===== config.mk =====
export PLATFORM = sky130hd
export DESIGN_NAME = uart_hex_printer
export DESIGN_NICKNAME = d
export VERILOG_FILES = /design/src/rtl/uart_hex_printer.sv
export SDC_FILE = /design/constraint.sdc
export NUM_CORES = 1
export LEC_CHECK = 0
export ABC_AREA = 1
export CAP_MARGIN = 10
export CORE_UTILIZATION = 45
export CTS_CLUSTER_SIZE = 40
export DETAILED_ROUTE_END_ITERATION = 7
export PLACE_DENSITY = 0.72
export SYNTH_ARGS = -nofsm -noshare
export SYNTH_HDL_FRONTEND = slang
export SYNTH_SLANG_ARGS = --single-unit

===== constraint.sdc =====
create_clock -name clk -period 3.2 [get_ports clk]
set_input_delay 0.64 -clock clk [delete_from_list [all_inputs] [get_ports clk]]
set_output_delay 0.64 -clock clk [all_outputs]
set_load 0.01 [all_outputs]

===== src/rtl/uart_hex_printer.sv =====
// uart_hex_printer
//   Turns a binary value into ASCII hex text ("0x", fixed-width uppercase
//   digits, CR LF) and streams it one byte at a time to a UART transmitter.
//   A one-entry pending slot lets the next value queue while a message prints.
//
// Ports
//   clk            clock, rising edge
//   rst_n          asynchronous active-low reset
//   value_i        value to print (WIDTH bits)
//   value_valid_i  value_i is offered
//   value_ready_o  a value can be accepted (pending slot empty)
//   data_o         ASCII byte to the UART
//   data_valid_o   data_o is valid
//   ready_i        UART accepts a byte
//   busy_o         a message is in progress
//
// state   | meaning
// --------+-----------------------------------------------
// S_IDLE  | nothing printing, waiting for a value
// S_PFX0  | presenting '0' of the prefix
// S_PFX1  | presenting 'x' of the prefix
// S_DIGIT | presenting hex digit selected by r_cnt (MSB first)
// S_CR    | presenting carriage return
// S_LF    | presenting line feed

module uart_hex_printer #(
    parameter int unsigned WIDTH      = 32,
    parameter int unsigned PREFIX_EN  = 1,
    parameter int unsigned NEWLINE_EN = 1
) (
    input  logic             clk,
    input  logic             rst_n,
    input  logic [WIDTH-1:0] value_i,
    input  logic             value_valid_i,
    output logic             value_ready_o,
    output logic [7:0]       data_o,
    output logic             data_valid_o,
    input  logic             ready_i,
    output logic             busy_o
);

    localparam int unsigned DIGITS = WIDTH / 4;
    localparam int unsigned CW     = $clog2(DIGITS + 1);
    localparam logic [CW-1:0] CNT_TOP = CW'(DIGITS - 1);

    typedef enum logic [2:0] {
        S_IDLE,
        S_PFX0,
        S_PFX1,
        S_DIGIT,
        S_CR,
        S_LF
    } state_t;

    localparam state_t S_FIRST = (PREFIX_EN != 0) ? S_PFX0 : S_DIGIT;

    state_t           r_state;
    logic [CW-1:0]    r_cnt;
    logic [WIDTH-1:0] r_active;
    logic [WIDTH-1:0] r_pend;
    logic             r_pend_valid;

    state_t           w_nxt_state;
    logic [CW-1:0]    w_nxt_cnt;
    logic [WIDTH-1:0] w_nxt_active;
    logic [WIDTH-1:0] w_nxt_pend;
    logic             w_nxt_pend_valid;
    logic             w_accept;
    logic             w_hs;
    logic             w_last;
    logic [3:0]       w_nxt_nib;
    logic [7:0]       w_nxt_char;

    function automatic logic [7:0] hex_char(input logic [3:0] n);
        // 8'h37 + 10 = 'A'
        return (n <= 4'd9) ? (8'h30 + {4'h0, n}) : (8'h37 + {4'h0, n});
    endfunction

    assign value_ready_o = !r_pend_valid;
    assign w_accept      = value_valid_i && !r_pend_valid;
    assign w_hs          = data_valid_o && ready_i;
    assign w_last        = (r_state == S_LF) ||
                           ((r_state == S_DIGIT) && (r_cnt == '0) && (NEWLINE_EN == 0));

    always_comb begin
        w_nxt_state      = r_state;
        w_nxt_cnt        = r_cnt;
        w_nxt_active     = r_active;
        w_nxt_pend       = r_pend;
        w_nxt_pend_valid = r_pend_valid;

        if (r_state == S_IDLE) begin
            if (w_accept) begin
                w_nxt_active = value_i;
                w_nxt_state  = S_FIRST;
                w_nxt_cnt    = CNT_TOP;
            end
        end else begin
            if (w_hs) begin
                if (w_last) begin
                    // pending value wins over a fresh offer; with the slot
                    // full no offer can be accepted anyway
                    if (r_pend_valid) begin
                        w_nxt_active     = r_pend;
                        w_nxt_pend_valid = 1'b0;
                        w_nxt_state      = S_FIRST;
                        w_nxt_cnt        = CNT_TOP;
                    end else if (w_accept) begin
                        w_nxt_active = value_i;
                        w_nxt_state  = S_FIRST;
                        w_nxt_cnt    = CNT_TOP;
                    end else begin
                        w_nxt_state = S_IDLE;
                    end
                end else begin
                    case (r_state)
                        S_PFX0:  w_nxt_state = S_PFX1;
                        S_PFX1: begin
                            w_nxt_state = S_DIGIT;
                            w_nxt_cnt   = CNT_TOP;
                        end
                        S_DIGIT: begin
                            if (r_cnt != '0) begin
                                w_nxt_cnt = r_cnt - CW'(1);
                            end else begin
                                w_nxt_state = S_CR;
                            end
                        end
                        S_CR:    w_nxt_state = S_LF;
                        default: w_nxt_state = r_state;
                    endcase
                end
            end
            // an offer taken on the last handshake went straight to active
            if (w_accept && !(w_hs && w_last)) begin
                w_nxt_pend       = value_i;
                w_nxt_pend_valid = 1'b1;
            end
        end
    end

    // the output byte is built from next-state values so data_o is registered
    // yet already correct on the cycle after each handshake (no bubbles)
    assign w_nxt_nib = 4'(w_nxt_active >> {w_nxt_cnt, 2'b00});

    always_comb begin
        w_nxt_char = 8'h00;
        case (w_nxt_state)
            S_PFX0:  w_nxt_char = 8'h30;
            S_PFX1:  w_nxt_char = 8'h78;
            S_DIGIT: w_nxt_char = hex_char(w_nxt_nib);
            S_CR:    w_nxt_char = 8'h0D;
            S_LF:    w_nxt_char = 8'h0A;
            default: w_nxt_char = 8'h00;
        endcase
    end

    always_ff @(posedge clk or negedge rst_n) begin
        if (!rst_n) begin
            r_state      <= S_IDLE;
            r_cnt        <= '0;
            r_active     <= '0;
            r_pend       <= '0;
            r_pend_valid <= 1'b0;
            data_o       <= 8'h00;
            data_valid_o <= 1'b0;
            busy_o       <= 1'b0;
        end else begin
            r_state      <= w_nxt_state;
            r_cnt        <= w_nxt_cnt;
            r_active     <= w_nxt_active;
            r_pend       <= w_nxt_pend;
            r_pend_valid <= w_nxt_pend_valid;
            data_o       <= w_nxt_char;
            data_valid_o <= (w_nxt_state != S_IDLE);
            busy_o       <= (w_nxt_state != S_IDLE);
        end
    end

endmodule


== Word-level counts from Yosys, hierarchy flattened ==
Cells that the tools add are included.
Operators by class
  bitwise gates (word level): 1
  shifts and indexed selects: 1
  magnitude comparators: 1
  add/sub/neg operators: 3
  multiplexer cells: 25
  reductions and logical operators: 13
  equality and inequality tests: 10
Operators with widths (number)
  $mux W32: 5
  $pmux W7 S5: 1
  $shr A32 B6 Y4: 1
  $mux W4: 6
  $mux W3: 5
  $add A6 B4 Y7 const A: 2
  $eq A3 B2 Y1 const B: 4
  $eq A3 B3 Y1 const B: 4
  $pmux W3 S4: 1
  $pmux W4 S2: 1
  $mux W7: 1
  $eq A3 B1 Y1 const B: 2
  $mux W1: 5
  $le A4 B4 Y1 const B: 1
  $logic_and A1 B1 Y1: 4
  $reduce_bool A2 Y1: 2
  $reduce_bool A4 Y1: 1
  $sub A4 B1 Y4 const B: 1
  $logic_not A3 Y1: 1
  $reduce_and A3 Y1: 1
  $reduce_bool A3 Y1: 1
  $logic_not A1 Y1: 2
  $reduce_and A2 Y1: 1
  $not A1 Y1: 1
Storage, ports and cells
  input port bits: 36
  output and inout bits: 11
  register bits: 81
  word-level logic and storage cells: 61

== Depth between registers and ports, before layout ==
  depth in word-level cells: 11
  depth in mapped cells: 22
  mapped depth without buffers: 22

== Least setup slack after synthesis ==
Ideal clock, no wire load.
  path type: input -> register
  start point: in ready_i
  end point: reg data_o[3]
  cell stages on the path: 20
  arrival: 2.655 ns
  slack: 0.419 ns
  data required time: 3.075 ns
  library setup time: 0.125 ns
  path buffers: 1
  cells stage by stage: nand2_1 > inv_1 > nand2_1 > nor2_1 > nor2_1 > nor2_2 > nand2_2 > nand2_4 > buf_6 > nand2_1 > nand3_1 > nand3_1 > nand3_1 > inv_1 > ha_1 > or2_2 > a21oi_2 > nand2_1 > nand2_1 > nand3_1
Between the ends
  word-level cells in the longest chain between the ends: 7
  elaborated cells between the ends (all ways): 18
  those cells by class: 2 x add/sub; 1 x order compare; 5 x eq/ne; 1 x shift; 8 x mux; 1 x reduce/logical
Ends and longest elaborated chain
  from (decl): line 38  | input logic ready_i,
  $logic_and A1 B1 Y1 (*): line 81  | assign w_hs = data_valid_o && ready_i;
  $mux W32 / $mux W4 (equally long branches): line 99  | if (w_hs) begin
  $mux W32 / $mux W4 (equally long branches): line 92  | if (r_state == S_IDLE) begin
  $shr A32 B6 Y4: line 144  | assign w_nxt_nib = 4'(w_nxt_active >> {w_nxt_cnt, 2'b00});
  $add A6 B4 Y7 / $le A4 B4 Y1 (equally long branches): line 76  | return (n <= 4'd9) ? (8'h30 + {4'h0, n}) : (8'h37 + {4'h0, n});
  $mux W7: line 76
  $pmux W7 S5 (*): line 148  | case (w_nxt_state)
  via w_nxt_char[3]: line 72  | logic [7:0] w_nxt_char;
  to (signal assigned): line 174  | data_o <= w_nxt_char;
  to (decl): line 36  | output logic [7:0] data_o,
The timed path passes the listed nets; every way through them passes the cells marked *.
A chain may end at the register's enable or synchronous reset.

== Final worst setup path ==
  start point: in ready_i
  end point: reg data_o[1]
Between the ends
  word-level cells in the longest chain between the ends: 7
  elaborated cells between the ends (all ways): 18
  those cells by class: 2 x add/sub; 1 x order compare; 5 x eq/ne; 1 x shift; 8 x mux; 1 x reduce/logical
Ends and longest elaborated chain
  $logic_and A1 B1 Y1 (*): line 81
  $mux W4 (*): line 99
  $mux W4 (*): line 92
  via w_nxt_cnt[2]: line 64  | logic [CW-1:0] w_nxt_cnt;
  $shr A32 B6 Y4 (*): line 144
  $add A6 B4 Y7 / $le A4 B4 Y1 (equally long branches): line 76
  $mux W7 (*): line 76
  $pmux W7 S5 (*): line 148
  via w_nxt_char[1]: line 72
Marks and branches as above.

==> summary.txt <==
largest net degree at the start of global routing - 81
total I/O pin count - 47
routed length per instance - 14.0 um
synthesized instance count - 636
height of the die - 105 um
Root Buffer - clkbuf_8
Rows - 37
# diodes - 0
Crit path largest cell delay - 0.48 ns
most common library cells after synthesis - 168 x nand2_1, 81 x inv_1, 80 x dfrtp_1
Required @ worst endpoint - 3.45 ns
sequence of cells on the critical path - clkdlybuf4s50_1, nand2_1, inv_2, buf_4, nand2_1, a311oi_1, a21oi_4, buf_4, nand3_1, nand3_2, ha_1, or2_2, nand2_2, nand2_1, nand3b_1, nand3_1
DRT Pass-1 Iters - 5
die area - 11,000 um2
vias in the first global route - 4,452
CORE AREA - 10,300 um2
antenna-violating nets left - 0
EDFF count, synth - 0
DRT iter0 DRCs - 361
area taken by multi-input logic gates - 2330 um2
Die X - 105 um
endpoints failing setup - 0
Avg Cell Area, Syn - 7.50 um2
#FFs+latches synth - 80
Slew headroom - 32.8%
Pwr per Cell Area - 1020 nW/um2
Filler Cell Count - 931
Max-Cap Viols - 0
vias - 4,562
CTS Buf Count - 9
number of cells on the worst reg-to-reg path - 21
input/output buffers - 45
startpoint class of the critical path - input pin
min-delay worst type - in2async
WHS - 0.436 ns
fin crit share - 95.8%
layout cells sized above 1 - 18.9%
Max stage delay cell, worst path - clkdlybuf4s50_1
status - complete, no violations
worst-skew pair later-pin latency - 0.38 ns
hpwl dp - 8340 um
CTS Buffer Depth - 2
Tmin final - 3.06 ns
register area - 2000 um2
drt total wl - 12,000 um
peak supply drop - 393 uV
r2r endpoint - data_o[1]
Crit. End Element - flop
clock sinks - 80
post-route insts no fill - 857
Lkg Pwr - 3.03 nW
Synth-to-Final Area Change - 25.6%
Global Route Usage Sum - 23.5%
final count of pins violating max slew - 0
Worst R2R Start - r_cnt[1]
kind of critical path - in2reg
Syn Nets - 675
fmax - 326 MHz
top_reg_cell synth - dfrtp_1
NumNets Final - 755
largest cells by area after synthesis - dfrtp_1 42%, nand2_1 13%, nand3_1 7.9%
first-pass GRT wire length - 20,500 um
initial antenna violation count - 0
top-count cell post-synth - nand2_1
DRC - 0
Worst path most repeated cell - nand2_1
Placed Instances - 838
Starting Density - 46.4%
share of the synthesized area in the top cell type - 42.0%
library cells used by synthesis - 37
CP arrival - 3.32 ns
H-Tree Depth - 3
vias per cell - 5.32
Synth async-reset ratio - 100%
largest area contributor in the netlist - dfrtp_1
worst-margin pin slew - 1.01 ns
routability cong. - 0.879
endpoints failing hold - 0
Clock transition at path regs - 0.09 ns
Mapped Area - 4770 um2
largest fanout on the critical path - 4
Setup Skew - 0.00891 ns
gr ovfl total - 0
Ys Warns - 0
sequential area share after synthesis - 42.0%
CTS tree - done
R2R Setup Slk - 0.22 ns
-- how the worst max path moves through the flow --
| stage | start | to | slack [ns] | cells past startpoint |
|---|---|---|---|---|
| 3_3_place_gp | value_valid_i | data_o[3] | -0.20 | 20 |
| 6_report | ready_i | data_o[1] | 0.14 | 16 |
| 5_1_grt | ready_i | data_o[3] | -0.03 | 16 |
| 3_5_place_dp | value_valid_i | data_o[3] | -0.28 | 17 |
| 2_1_floorplan | ready_i | data_o[3] | 0.42 | 20 |
| 4_1_cts | ready_i | data_o[1] | 0.08 | 18 |
-- cells by family after synthesis --
kind of cell	count (synthesis)	synth area share [%]
mux	32	7.56
other cells	1	0.0786
simple gates	303	27.9
fa+ha+maj	3	0.787
compound gates	100	11.7
buf+inv	117	10.0
flops	80	42.0
-- placed cells by master (no fill, tap or decap), types with 2 or more instances in the layout --
cell type	instances
dfrtp_1	80
nor2_2	3
mux2_2	32
buf_4	51
o21ai_1	3
nand2_2	4
inv_2	6
buf_12	3
clkbuf_8	10
o21ai_0	58
nand3b_1	2
nand3_1	71
bufinv_16	4
nand2_1	168
a21oi_4	2
clkdlybuf4s50_1	43
inv_1	80
a21oi_1	22
o211ai_1	7
or2_2	2
o31ai_1	2
nand2_4	2
nand3_2	9
nor2_1	37
ha_2	2
-- area by class of cell --
cell class / count / share of cell area (%)
inverters: 88 / 5.56
flip-flops and latches: 80 / 33.4
repair buffers: 98 / 14.8
multi-input cells: 439 / 38.9
clock buffers: 11 / 2.36
well taps: 136 / 2.84
clock inverters: 5 / 2.13
-- critical path: cells and delay by family --
family                     cells  cell delay (ns)
AOI/OAI and AO/OA              2             0.52
buffers and inverters          4             0.89
and+or+nand+nor                9             1.05
adders and majority gates      1             0.22
-- registers in the layout (all words and copies together) (netlist names) --
register	cells
r_active	32
r_pend	32
data_o	7
r_cnt	4
r_state	3
busy_o	1
r_pend_valid	1
-- where the power goes --
part           internal (mW)  switching, mW  total (mW)
Combinational           1.47           1.95        3.42
Sequential              1.46          0.218        1.67
Clock                  0.619          0.388        1.01
-- routing by layer --
metal	part of all wire [%]	track usage (%)	vias to the layer above
met5	0	0	-
li1	-	-	2210
met2	49	39.0	156
met3	5.5	3.99	25
met1	43	30.4	2171
met4	2.1	9.76	0
-- what timing repair did --
action / 4_1_cts / 5_1_grt
setup endpoints to repair: 0 / 6
resized for setup: 0 / 13
buffers inserted: 0 / 3
hold buffers: 0 / 0
-- metrics by stage --
stage	util (%)	setup slack (ns)	instance area (um2)	total power, mW	TNS, ns
after detailed placement	55.0	-0.277	5650	4.93	-1.42
final	58.3	0.136	5990	6.10	0
after global routing	58.3	-0.0309	5990	6.63	-0.0322
after CTS	57.6	0.0800	5920	5.99	0
after global placement	55.0	-0.204	5650	4.80	-0.961
after floorplan	-	0.419	4770	3.84	0
Power figures use the tool's default switching activity.
